==> src/rtl/bf16_pkg.sv <==
// Shared types for the bfloat16 lane scheduler: lane word type, FSM state
// encoding and the divide-by-zero classifier.
package bf16_pkg;

  localparam int BF16_W = 16;

  typedef logic [BF16_W-1:0] bf16_t;

  typedef enum logic [1:0] {
    IDLE  = 2'd0,
    ISSUE = 2'd1,
    DRAIN = 2'd2,
    DONE  = 2'd3
  } sched_state_t;

  // Zero divisor regardless of sign.
  function automatic logic is_zero(input bf16_t x);
    return (x[14:0] == 15'd0);
  endfunction

endpackage

==> src/rtl/bf16_div_lane_sched.sv <==
// Time-multiplexes one single-lane bf16 divider across the N lanes of a vector
// divide request: one lane issued per cycle, results gathered back by lane index.
module bf16_div_lane_sched
  import bf16_pkg::*;
#(
  parameter int N       = 4,
  parameter int DIV_LAT = 3
) (
  input  logic                clk,
  input  logic                rst,
  input  logic                in_valid,
  output logic                in_ready,
  input  logic [BF16_W*N-1:0] in_a,
  input  logic [BF16_W*N-1:0] in_b,
  output logic                div_req,
  output logic [BF16_W-1:0]   div_a,
  output logic [BF16_W-1:0]   div_b,
  input  logic                div_rsp_valid,
  input  logic [BF16_W-1:0]   div_q,
  output logic                out_valid,
  input  logic                out_ready,
  output logic [BF16_W*N-1:0] out_q,
  output logic [N-1:0]        out_dz,
  output logic                err
);

  localparam int CW = $clog2(N + 1);
  localparam int VW = BF16_W * N;

  // A zero-latency divider would land its last response inside ISSUE.
  generate
    if (DIV_LAT < 1) begin : g_bad_div_lat
      $error("bf16_div_lane_sched: DIV_LAT must be at least 1");
    end
  endgenerate

  sched_state_t      state_q, state_d;
  logic [VW-1:0]     a_q, a_d;
  logic [VW-1:0]     b_q, b_d;
  logic [CW-1:0]     issue_cnt_q, issue_cnt_d;
  logic [CW-1:0]     rsp_cnt_q, rsp_cnt_d;
  logic              div_req_q, div_req_d;
  logic [BF16_W-1:0] div_a_q, div_a_d;
  logic [BF16_W-1:0] div_b_q, div_b_d;
  logic              in_ready_q, in_ready_d;
  logic              out_valid_q, out_valid_d;
  logic [VW-1:0]     out_q_q, out_q_d;
  logic [N-1:0]      out_dz_q, out_dz_d;
  logic              err_q, err_d;
  logic [CW-1:0]     issue_nxt_s;
  logic              rsp_slot_s;

  // FSM state register.
  always_ff @(posedge clk or posedge rst) begin
    if (rst) begin
      state_q <= IDLE;
    end else begin
      state_q <= state_d;
    end
  end

  // Next-state, lane mux for issue, lane demux for responses, error detection.
  always_comb begin
    state_d     = state_q;
    a_d         = a_q;
    b_d         = b_q;
    issue_cnt_d = issue_cnt_q;
    rsp_cnt_d   = rsp_cnt_q;
    div_req_d   = div_req_q;
    div_a_d     = div_a_q;
    div_b_d     = div_b_q;
    out_valid_d = out_valid_q;
    out_q_d     = out_q_q;
    out_dz_d    = out_dz_q;
    err_d       = err_q;
    issue_nxt_s = issue_cnt_q + CW'(1);
    rsp_slot_s  = ((state_q == ISSUE) || (state_q == DRAIN)) && (rsp_cnt_q < CW'(N));

    case (state_q)
      IDLE: begin
        if (in_valid) begin
          // Lane 0 is presented straight from the inputs so issue starts next cycle.
          a_d         = in_a;
          b_d         = in_b;
          issue_cnt_d = '0;
          rsp_cnt_d   = '0;
          div_req_d   = 1'b1;
          div_a_d     = in_a[BF16_W-1:0];
          div_b_d     = in_b[BF16_W-1:0];
          for (int i = 0; i < N; i++) begin
            out_dz_d[i] = is_zero(in_b[i*BF16_W +: BF16_W]);
          end
          state_d = ISSUE;
        end else begin
          state_d = IDLE;
        end
      end
      ISSUE: begin
        issue_cnt_d = issue_nxt_s;
        if (issue_cnt_q == CW'(N - 1)) begin
          div_req_d = 1'b0;
          state_d   = DRAIN;
        end else begin
          div_a_d = a_q[int'(issue_nxt_s)*BF16_W +: BF16_W];
          div_b_d = b_q[int'(issue_nxt_s)*BF16_W +: BF16_W];
        end
      end
      DRAIN: begin
        state_d = DRAIN;
      end
      DONE: begin
        if (out_ready) begin
          out_valid_d = 1'b0;
          state_d     = IDLE;
        end else begin
          out_valid_d = 1'b1;
        end
      end
      default: begin
        state_d = IDLE;
      end
    endcase

    // Responses are only legal while lanes are outstanding; anything else is dropped.
    if (div_rsp_valid) begin
      if (rsp_slot_s) begin
        out_q_d[int'(rsp_cnt_q)*BF16_W +: BF16_W] = div_q;
        rsp_cnt_d = rsp_cnt_q + CW'(1);
        if (rsp_cnt_q == CW'(N - 1)) begin
          out_valid_d = 1'b1;
          state_d     = DONE;
        end else begin
          out_valid_d = out_valid_q;
        end
      end else begin
        err_d = 1'b1;
      end
    end else begin
      err_d = err_q;
    end

    in_ready_d = (state_d == IDLE);
  end

  // Datapath and output registers.
  always_ff @(posedge clk or posedge rst) begin
    if (rst) begin
      a_q         <= '0;
      b_q         <= '0;
      issue_cnt_q <= '0;
      rsp_cnt_q   <= '0;
      div_req_q   <= 1'b0;
      div_a_q     <= '0;
      div_b_q     <= '0;
      in_ready_q  <= 1'b1;
      out_valid_q <= 1'b0;
      out_q_q     <= '0;
      out_dz_q    <= '0;
      err_q       <= 1'b0;
    end else begin
      a_q         <= a_d;
      b_q         <= b_d;
      issue_cnt_q <= issue_cnt_d;
      rsp_cnt_q   <= rsp_cnt_d;
      div_req_q   <= div_req_d;
      div_a_q     <= div_a_d;
      div_b_q     <= div_b_d;
      in_ready_q  <= in_ready_d;
      out_valid_q <= out_valid_d;
      out_q_q     <= out_q_d;
      out_dz_q    <= out_dz_d;
      err_q       <= err_d;
    end
  end

  assign in_ready  = in_ready_q;
  assign div_req   = div_req_q;
  assign div_a     = div_a_q;
  assign div_b     = div_b_q;
  assign out_valid = out_valid_q;
  assign out_q     = out_q_q;
  assign out_dz    = out_dz_q;
  assign err       = err_q;

endmodule

==> config.mk <==
export PLATFORM = sky130hd
export DESIGN_NAME = bf16_div_lane_sched
export DESIGN_NICKNAME = d
export VERILOG_FILES = /design/src/rtl/bf16_pkg.sv /design/src/rtl/bf16_div_lane_sched.sv
export SDC_FILE = /design/constraint.sdc
export NUM_CORES = 1
export LEC_CHECK = 0
export ABC_AREA = 1
export CAP_MARGIN = 0
export CORE_ASPECT_RATIO = 2
export CORE_MARGIN = 2
export CORE_UTILIZATION = 57
export CTS_BUF_LIST = sky130_fd_sc_hd__clkbuf_4 sky130_fd_sc_hd__clkbuf_8
export DETAILED_ROUTE_END_ITERATION = 10
export MAX_ROUTING_LAYER = met4
export PLACE_DENSITY = 0.88
export SYNTH_ARGS = -nofsm -noshare
export SYNTH_HDL_FRONTEND = slang
export SYNTH_SLANG_ARGS = --single-unit
==> constraint.sdc <==
create_clock -name clk -period 13.1 [get_ports clk]
set_input_delay 1.965 -clock clk [delete_from_list [all_inputs] [get_ports clk]]
set_output_delay 1.965 -clock clk [all_outputs]
set_load 0.03 [all_outputs]
; Word-level counts from Yosys, hierarchy flattened
; Index checks and enable logic that the tools add are counted.
[totals]
register_bits = 240
out_inout_bits = 104
elab_cells = 74
[op_classes]
addsub = 3
magnitude_cmp = 1
n_eq_ne = 9
shift = 4
mux = 28
bitwise = 1
n_reduce_logical = 15
[op_table]
columns = cell, count
row1 = 64-bit by 8-bit indexed part select with 16-bit output, 2
row2 = 64-bit bitwise mux, 1
row3 = 16-bit two-way mux, 4
row4 = 16-bit one-hot mux with 2 select lines, 2
row5 = 16-bit by 33-bit variable shift with 64-bit output (first input constant), 1
row6 = 16-bit by 33-bit indexed part select with 64-bit output, 1
row7 = 15-bit logical NOT, 4
row8 = 7-bit negator with 33-bit output, 1
row9 = 3-bit two-way mux, 5
row10 = 2-bit two-way mux, 5
row11 = 1-bit two-way mux, 8
row12 = 2-bit one-hot mux with 4 select lines, 1
row13 = 2-bit AND reduction, 4
row14 = 3-bit by 1-bit adder with 3-bit output (second input constant), 2
row15 = 3-bit by 2-bit equality test with 1-bit output (second input constant), 2
row16 = 3-bit one-hot mux with 2 select lines, 1
row17 = 3-bit AND reduction, 2
row18 = 2-bit equality test (second input constant), 2
row19 = 2-bit logical NOT, 2
row20 = 2-bit inequality test (second input constant), 2
row21 = 3-bit less-than comparator (second input constant), 1
row22 = 3-bit by 2-bit inequality test with 1-bit output (second input constant), 1
row23 = 2-bit by 1-bit equality test with 1-bit output (second input constant), 1
row24 = 2-bit by 1-bit inequality test with 1-bit output (second input constant), 1
row25 = 5 further kinds, 5

; Logic depth before layout (Yosys ltp)
; Gate-level depths: netlist (run 1).
[logic_depth]
word_depth = 7
ltp_mapped = 10
ltp_nobuf = 8

; Worst setup path before layout (run 1)
; No wires, ideal clock.
[synth_path]
path_type = input to register
from = in in_valid
to = reg div_b_q[10], in the netlist div_b[10]
setup_time_ns = 0.122
arrival_time_ns = 2.604
required_time_ns = 12.978
slack_ns = 10.375
cell_stages = 6
path_buffers = 2
path_cell_list = nand2_1 o21ai_1 buf_4 buf_6 a21oi_1 a21oi_1
[synth_via]
elab_chain_len = 2
[synth_lines]
columns = element, line
row1 = from (decl), bf16_div_lane_sched.sv:11  ; input logic in_valid,
row2 = 2-bit inequality test (no source line), --
row3 = 3-bit AND reduction (no source line), --
row4 = to (signal assigned), bf16_div_lane_sched.sv:167  ; div_b_q <= div_b_d;
row5 = to (decl), bf16_div_lane_sched.sv:44  ; logic [BF16_W-1:0] div_b_q, div_b_d;
; No other way between the ends.
; A chain may end at the register's enable or synchronous reset.

; Worst setup path after layout (run 1)
[layout_path]
from = in in_valid
to = reg div_b_q[2], in the netlist div_b[2]
; The elaborated chain is that of the path after synthesis.

==> impl_metrics.tcl, run 1 <==
set metrics [dict create \
    status "finished clean" \
    final_core_util 0.737 \
    final_hold_viol_count 0 \
    design.die.area_sq_um 21100 \
    cp.arrival_ns 4.59 \
    clkLatencyLatePin_ns 0.58 \
    met1_usage 0.342 \
    clock-sinks 240 \
    path_clk_slew_ns 0.07 \
    dp.cells 1892 \
    grt_pass1_wl_mm 53.3 \
    post-route-period-util 0.316 \
    final-setup-viol-count 0 \
    cts_resized 0 \
    final_cells 1946 \
    cts_buffers 31 \
    period_needed_ns 4.14 \
    crit_chain "clkdlybuf4s50_1, nand2_4, o21ai_2, buf_4, nand2_1, nor2_1, a21oi_1" \
    synth_area_leaders "dfrtp_1 53%, nand2_1 14%, inv_1 7.5%" \
    gr-usage-met3 0.0342 \
    synthCells 1456 \
    portBuffers 252 \
    cts_buffer_depth 3 \
    synth_area_sq_um 11300 \
    antenna_found_initial 0 \
    synth-edff-count 0 \
    drtAntennaViolNets 0 \
    grtUsageTotal 0.331 \
    gp_congestion 0.913 \
    crit_type "primary input to flop" \
    area_growth_pct 28.4 \
    drt_iter0_drc 725 \
    wl_per_cell_um 17.2 \
    cp-end-kind "flop" \
    power_leakage_nw 7.14 \
    slowest_stage "nand2_1" \
    syn-num-nets 1617 \
    grt_max_degree 167 \
    synth_common_cells "409 x nand2_1, 239 x dfrtp_1, 227 x inv_1" \
    row_count 73 \
    vias 10444 \
    root_buffer "clkbuf_8" \
    maxSlewViolCount 0 \
    yosys_warnings 0 \
    cp-start-kind "primary input" \
    htreeDepth 1 \
    die_x_um 104 \
    drcViolationCount 0 \
    synth_most_common_cell "nand2_1" \
    p_per_area_nw_per_um2 224 \
    cts_tree "yes" \
    cts_hold_buf 0 \
    die_y_um 203 \
    rsz0062_at_grt "no" \
    synthFlopType "dfrtp_1" \
    overflow 0 \
    ios 253 \
    maxCapViolations 0 \
    use_met2 0.570 \
    post-cts-setup-buffers 0 \
    synth-seq-area-share 0.530 \
    diodes 0 \
    required_ns 13.55 \
    critical_path_peak_fanout 49 \
    busiest_layer "met2" \
    yosys.area.top_type "dfrtp_1" \
    holdWs_ns 0.466 \
    drive_gt1_frac 0.0475 \
    slew_headroom 0.136 \
    ir_worst_vdd_mv 0.165 \
    synth.avg_cell_area_sq_um 7.78 \
    hp-class "flop to flop" \
    synth-seq-cells 240 \
    dp_hpwl_mm 23.6 \
    clock.fmax_mhz 242 \
    nNetsFinal 1824 \
    initial_core_util 0.574 \
    async_reset_ff_frac 1.00 \
    tns_ns 0 \
    grt_pass1_vias 10542 \
    yosysUniqueCellTypes 24 \
    dr.pass1.iters 6 \
    finalPower_mw 3.26 \
    max_slew.worst_pin.slew_ns 1.29 \
    slowest_delay_ns 0.81 \
    viasPerCell 5.37 \
    core-area_sq_um 19700 \
    synth.top_cell.area_share 0.528 \
    fin_skew_ns 0.0170 \
    routed_wl_mm 33.6 \
]
## cells by family after synthesis
kind of cell,synth area share
AND/OR/NAND/NOR,0.222
flip-flops,0.530
AO/OA/AOI/OAI,0.120
buffers and inverters,0.114
adder cells (fa/ha/maj),0.0133
## power breakdown
part	leakage (nW)	internal [mW]	switching, mW	total [mW]
clock network	0.370	0.350	0.273	0.623
logic	3.76	0.506	0.998	1.50
registers	3.01	0.994	0.135	1.13
## registers in the layout (all words and copies together) (netlist names)
register and count:
out_dz 4, issue_cnt_q 3, out_valid 1, div_a 16, a_q 64, in_ready 1, div_b 16, div_req 1
rsp_cnt_q 3, b_q 64, state_q 2, out_q 64, err 1
## stage by stage
| step | cell area (sq um) | setup WS, ns |
|---|---|---|
| after global routing | 14500 | 8.81 |
| after detailed placement | 13800 | 8.47 |
| after floorplan | 11300 | 4.55 |
| final | 14500 | 8.96 |
| after global placement | 13800 | 8.56 |
| after CTS | 14500 | 9.08 |
## worst max-delay path: cells and delay by family
kind	cells	cell delay, ns
compound gates	2	0.25
buf+inv	2	0.88
simple gates	3	1.47
## metal layers
layer / up-vias / share of wire
met5: - / 0
met1: 4861 / 0.34
met2: 510 / 0.51
li1: 4931 / -
met4: 0 / 0.095
met3: 142 / 0.056
## final cells by class
class                           count  area (sq um)
Sequential cell                   240          6010
Fill cell                        1494          5190
Timing Repair Buffer              259          2570
Clock inverter                      5           103
Multi-Input combinational cell    897          4040
Inverter                          234           886
Tap cell                          262           328
Clock buffer                       49           606
## cells in the final DEF (no fill, tap or decap), drive strengths merged
cell type,netlist,routed
nand2,409,409
clkdlybuf4s50,0,252
dfrtp,239,239
inv,234,234
o21ai,201,201
nand3,117,117
nor2,76,76
a21oi,65,65
clkbuf,24,49
ha,12,12
buf,61,7
nand4,6,6
nor3,5,5
o22ai,3,3
bufinv,0,3
nand3b,1,1
a21o,1,1
nor3b,1,1
clkinvlp,0,1
clkinv,0,1
dfstp,1,1
## final timing paths
check / cells after the start / slack, ns / startpoint / endpoint
setup / recovery: 7 / 8.96 / in_valid / div_b[2]$_DFFE_PP0P_
hold / removal: 1 / 0.47 / err$_DFFE_PP0P_ / err$_DFFE_PP0P_
setup reg to reg: 7 / 9.33 / issue_cnt_q[0]$_DFFE_PP0P_ / div_b[2]$_DFFE_PP0P_
hold reg to reg: 1 / 0.47 / err$_DFFE_PP0P_ / err$_DFFE_PP0P_
max in group asynchronous: 3 / 9.33 / rst / b_q[19]$_DFFE_PP0P_
min in group asynchronous: 2 / 1.96 / rst / out_q[1]$_DFFE_PP0P_
(Power assumes the default switching activity.)
==> run 2, diff against run 1 <==
--- a/config.mk
+++ b/config.mk
@@ -9,11 +9,11 @@
 export CAP_MARGIN = 0
 export CORE_ASPECT_RATIO = 2
 export CORE_MARGIN = 2
-export CORE_UTILIZATION = 57
+export CORE_UTILIZATION = 52
 export CTS_BUF_LIST = sky130_fd_sc_hd__clkbuf_4 sky130_fd_sc_hd__clkbuf_8
 export DETAILED_ROUTE_END_ITERATION = 10
 export MAX_ROUTING_LAYER = met4
-export PLACE_DENSITY = 0.88
+export PLACE_DENSITY = 0.81
 export SYNTH_ARGS = -nofsm -noshare
 export SYNTH_HDL_FRONTEND = slang
 export SYNTH_SLANG_ARGS = --single-unit
==> constraint.sdc (replaced) <==
create_clock -name clk -period 4.3 [get_ports clk]
set_input_delay 0.645 -clock clk [delete_from_list [all_inputs] [get_ports clk]]
set_output_delay 0.645 -clock clk [all_outputs]
set_load 0.03 [all_outputs]
==> run 2 against run 1 <==
  * Clock power increased to 3.2 times the previous value
  * Routed wire length increased by 2.3%
  * Non-clock buffer count is 8 higher
  * Count of clock-buffer cells in the layout shrank 4
  * Final cell count grew 1.2%
  * Clock skew up 0.0028 ns
  * First-iteration DRC count up 7.0%
  * Global-route usage fell by 1.7 points
  * Critical path depth grew 1
  * Final area rose by 1.1%
==> impl_metrics.tcl, run 2 (same netlist as run 1, synthesis figures left out) <==
set metrics [dict create \
    cts_resized 0 \
    ir_worst_vdd_mv 0.372 \
    dp_hpwl_mm 24.8 \
    wl_per_cell_um 17.4 \
    hold_depth 1 \
    cp-start-kind "flop" \
    maxSlewViolCount 0 \
    area_growth_pct 29.8 \
    pwr-share-clk 0.199 \
    core-area_sq_um 21500 \
    cts_buffer_depth 3 \
    r2r-start "issue_cnt_q[0]$_DFFE_PP0P_" \
    holdWs_ns 0.461 \
    root_buffer "clkbuf_8" \
    routed_wl_mm 34.4 \
    finalPower_mw 10.0 \
    cp-end-kind "flop" \
    crit_chain "ha_1, buf_4, inv_1, buf_4, nand3_1, nand2_1, nand2_1, a21oi_1" \
    grt_pass1_wl_mm 53.2 \
    final-setup-viol-count 0 \
    slowest_delay_ns 0.79 \
    min_from "err$_DFFE_PP0P_" \
    cts_tree "yes" \
    power.internal_mw 5.71 \
    ios 253 \
    viasPerCell 5.23 \
    slowest_stage "dfrtp_2" \
    power_leakage_nw 7.21 \
    clkLatencyLatePin_ns 0.53 \
    dr.pass1.iters 5 \
    die_y_um 213 \
    reg2reg_slack_ns 1.68 \
    post-route-period-util 0.610 \
    final_cell_mix "408 x nand2_1, 252 x clkdlybuf4s50_1, 238 x dfrtp_1" \
    nNetsFinal 1835 \
    cp.arrival_ns 3.08 \
    crit_type "flop to flop" \
    rsz0062_at_grt "no" \
    drive_gt1_frac 0.0537 \
    cts_buffers 34 \
    gp_congestion 0.900 \
    status "finished clean" \
    drtAntennaViolNets 0 \
    slew_headroom 0.289 \
    swShare 0.430 \
    maxCapViolations 0 \
    p_per_area_nw_per_um2 681 \
    max_slew.worst_pin.slew_ns 1.06 \
    timing.rr.end "div_a[6]$_DFFE_PP0P_" \
    initial_core_util 0.527 \
    final_common_cell "nand2_1" \
    fin_skew_ns 0.0198 \
    portBuffers 252 \
    reg2regPathDepth 8 \
    row_count 76 \
    design.die.area_sq_um 23100 \
    cts_hold_buf 0 \
    period_needed_ns 2.62 \
    vias 10303 \
    htreeDepth 2 \
    worstHoldEndpoint "err$_DFFE_PP0P_" \
    grt_max_degree 117 \
    path_clk_slew_ns 0.07 \
    overflow 0 \
    drt_iter0_drc 776 \
    multi_input_area_sq_um 4040 \
    power_frac_seq 0.347 \
    ff_latch_area_sq_um 6010 \
    antenna_found_initial 1 \
    p_comb_frac 0.454 \
    hp-class "flop to flop" \
    required_ns 4.75 \
    tns_ns 0 \
    drcViolationCount 0 \
    critical_path_peak_fanout 33 \
    grtUsageTotal 0.315 \
    die_x_um 108 \
    clock.fmax_mhz 381 \
    clock-sinks 240 \
    grt_pass1_vias 10178 \
    final_hold_viol_count 0 \
    p_sw_mw 4.30 \
    post-cts-setup-buffers 0 \
    nFillCells 1864 \
]
==> run 2: metrics by stage <==
| step | setup slack (ns) | utilization | cell area [sq um] | cells |
|---|---|---|---|---|
| 2_1_floorplan | 0.508 | - | 11300 | 1456 |
| 3_3_place_gp | 1.64 | 0.649 | 14000 | 1911 |
| 3_5_place_dp | 1.60 | 0.649 | 14000 | 1911 |
| 4_1_cts | 1.70 | 0.684 | 14700 | 1968 |
| 5_1_grt | 1.48 | 0.684 | 14700 | 1969 |
| 6_report | 1.68 | 0.684 | 14700 | 1970 |
==> run 2: worst max-delay path by stage <==
stage / start / endpoint / cells past startpoint
3_5_place_dp: in_valid / out_dz[1]$_DFFE_PP0P_ / 6
2_1_floorplan: rst / a_q[0]$_DFFE_PP0P_ / 1
6_report: issue_cnt_q[0]$_DFFE_PP0P_ / div_a[6]$_DFFE_PP0P_ / 8
3_3_place_gp: in_valid / out_dz[2]$_DFFE_PP0P_ / 6
4_1_cts: issue_cnt_q[0]$_DFFE_PP0P_ / div_a[14]$_DFFE_PP0P_ / 8
5_1_grt: issue_cnt_q[0]$_DFFE_PP0P_ / div_a[7]$_DFFE_PP0P_ / 8
==> run 2: area by class of cell <==
| type | count | share of cell area |
|---|---|---|
| diodes | 2 | 0.000341 |
| clock buffers | 45 | 0.0392 |
| clock inverters | 12 | 0.0111 |
| inverters | 234 | 0.0600 |
| multi-input cells | 897 | 0.275 |
| flip-flops and latches | 240 | 0.409 |
| well taps | 273 | 0.0232 |
| repair buffers | 267 | 0.183 |
==> run 2: power by group through the flow <==
stage               clock network [mW]  logic, mW  registers [mW]
global route                      2.11       5.03            3.55
detailed placement                   0       4.52            3.50
global placement                     0       4.44            3.47
floorplan                            0       2.48            3.93
finish                            1.99       4.54            3.48
CTS                               2.02       4.55            3.47
==> run 2: worst max-delay path: cells and delay by family, from the launching register on <==
family / cells / cell delay, ns
buf+inv: 3 / 0.95
flops: 1 / 0.79
fa+ha+maj: 1 / 0.35
simple gates: 3 / 0.30
compound gates: 1 / 0.14
==> run 2: per-layer routing <==
layer  vias up  share of wire  track usage
met5         -              0            -
met4         0           0.10        0.261
met3       144          0.055       0.0433
met2       426           0.51        0.524
met1      4785           0.34        0.324
li1       4948              -            -
==> run 3, diff against run 2 <==
==> constraint.sdc (replaced) <==
create_clock -name clk -period 2.72 [get_ports clk]
set_input_delay 0.408 -clock clk [delete_from_list [all_inputs] [get_ports clk]]
set_output_delay 0.408 -clock clk [all_outputs]
set_load 0.03 [all_outputs]
==> run 3 against run 2 <==
  * Non-clock buffer count is 10 higher
  * Clock skew hardly changed
  * Via count is 2.0% higher
  * Critical path depth is 7 lower
  * Sequential share of layout area is 0.34 points lower
  * Final area is 0.84% higher
  * Hold slack worse by 0.17 ns
  * Final cell count is 0.66% higher
  * Register-to-register slack worse by 1.0 ns
==> impl_metrics.tcl, run 3 (same netlist as run 1, synthesis figures left out) <==
set metrics [dict create \
    grt_max_degree 148 \
    grt_pass1_wl_mm 54.7 \
    critical_path_peak_fanout 1 \
    swShare 0.433 \
    cts_buffers 36 \
    final_cells 1983 \
    core-area_sq_um 21500 \
    power_frac_seq 0.341 \
    slowest_stage "clkdlybuf4s50_1" \
    nFillCells 1767 \
    post-cts-setup-buffers 0 \
    gp_congestion 0.864 \
    required_ns 2.31 \
    cts_buffer_depth 3 \
    vias 10504 \
    path_clk_slew_ns 0.06 \
    final_cell_mix "408 x nand2_1, 252 x clkdlybuf4s50_1, 238 x dfrtp_1" \
    pwr-share-clk 0.189 \
    p_per_area_nw_per_um2 1070 \
    status "finished clean" \
    use_met2 0.560 \
    fin_skew_ns 0.0195 \
    cp-end-kind "primary output" \
    drive_gt1_frac 0.0614 \
    nNetsFinal 1847 \
    grtUsageTotal 0.324 \
    p_sw_mw 6.89 \
    maxSlewViolCount 0 \
    multi_input_area_sq_um 4040 \
    drt_iter0_drc 589 \
    rsz0062_at_grt "no" \
    ff_latch_area_sq_um 6010 \
    crit_start "in_ready$_DFF_PP1_" \
    dp_slack_ns 0.593 \
    ir_worst_vdd_mv 0.685 \
    tns_ns 0 \
    hp-class "primary input to async pin" \
    clkLatencyLatePin_ns 0.53 \
    gr-usage-met3 0.0437 \
    holdWs_ns 0.294 \
    drtAntennaViolNets 0 \
    antenna_found_initial 1 \
    met1_usage 0.316 \
    grt_pass1_vias 10592 \
    final_common_cell "nand2_1" \
    cts_resized 0 \
    area_growth_pct 30.9 \
    viasPerCell 5.30 \
    wl_per_cell_um 17.7 \
    ios 253 \
    final-setup-viol-count 0 \
    period_needed_ns 2.12 \
    slowest_delay_ns 0.66 \
    dr.pass1.iters 7 \
    crit_type "flop to primary output" \
    r2r-start "state_q[1]$_DFF_PP0_" \
    dpl_cell_area_sq_um 14100 \
    die_x_um 108 \
    overflow 0 \
    cp.arrival_ns 1.72 \
    finalPower_mw 15.9 \
    final_core_util 0.690 \
    cts_hold_buf 0 \
    final_hold_viol_count 0 \
    portBuffers 252 \
    drcViolationCount 0 \
    routed_wl_mm 35.2 \
    dp_hpwl_mm 25.3 \
    busiest_layer "met2" \
    slew_headroom 0.498 \
    cp-start-kind "flop" \
    post-route-period-util 0.781 \
    cts_tree "yes" \
    root_buffer "clkbuf_8" \
    initial_core_util 0.527 \
    critPathTopFamily "buffers and inverters" \
    dp.cells 1921 \
    p_comb_frac 0.470 \
    clock.fmax_mhz 471 \
    row_count 76 \
    maxCapViolations 0 \
    design_area_sq_um 14800 \
    power.internal_mw 9.02 \
    setup_ws_ns 0.596 \
    power_leakage_nw 7.28 \
    worst-path-buf-inv 1 \
    clock-sinks 240 \
    design.die.area_sq_um 23100 \
    max_slew.worst_pin.slew_ns 0.753 \
    htreeDepth 2 \
    die_y_um 213 \
    crit_chain "clkdlybuf4s50_1" \
]
## run 3: cell types whose count changed in the layout (fill, tap and decap cells not counted)
cell and delta:
buf_12 +5, bufinv_16 -4, clkbuf_8 +5, buf_4 +5
clkinv_2 -7, clkinvlp_4 +1, clkbuf_4 +9, diode_2 -1
## run 3: area by class of cell
| type | instances | share of cell area |
|---|---|---|
| flip-flops and latches | 240 | 0.405 |
| multi-input cells | 897 | 0.272 |
| repair buffers | 277 | 0.190 |
| inverters | 234 | 0.0595 |
| clock buffers | 59 | 0.0480 |
| well taps | 273 | 0.0230 |
| clock inverters | 2 | 0.00101 |
| diodes | 1 | 0.000169 |
## run 3: routing by layer
metal  vias to the layer above  part of all wire
met4                         0             0.097
met3                       143             0.058
met2                       450              0.52
met5                         -                 0
met1                      4935              0.32
li1                       4976                 -
## run 3: power by group through the flow
stage          Sequential [mW]  Clock [mW]  Combinational (mW)
2_1_floorplan             6.21           0                3.93
3_3_place_gp              5.42           0                7.26
3_5_place_dp              5.46           0                7.43
4_1_cts                   5.42        3.05                7.47
5_1_grt                   5.54        3.20                8.21
6_report                  5.42        3.01                7.47
## run 3: worst paths after layout
path,end,slack (ns),cells past startpoint
max,in_ready,0.60,1
max reg2reg,out_q[58]$_DFFE_PP0P_,0.65,6
min,a_q[7]$_DFFE_PP0P_,0.29,2
min in group clk,a_q[38]$_DFFE_PP0P_,0.44,3
min reg2reg,err$_DFFE_PP0P_,0.46,1
max in group asynchronous,b_q[32]$_DFFE_PP0P_,1.67,3
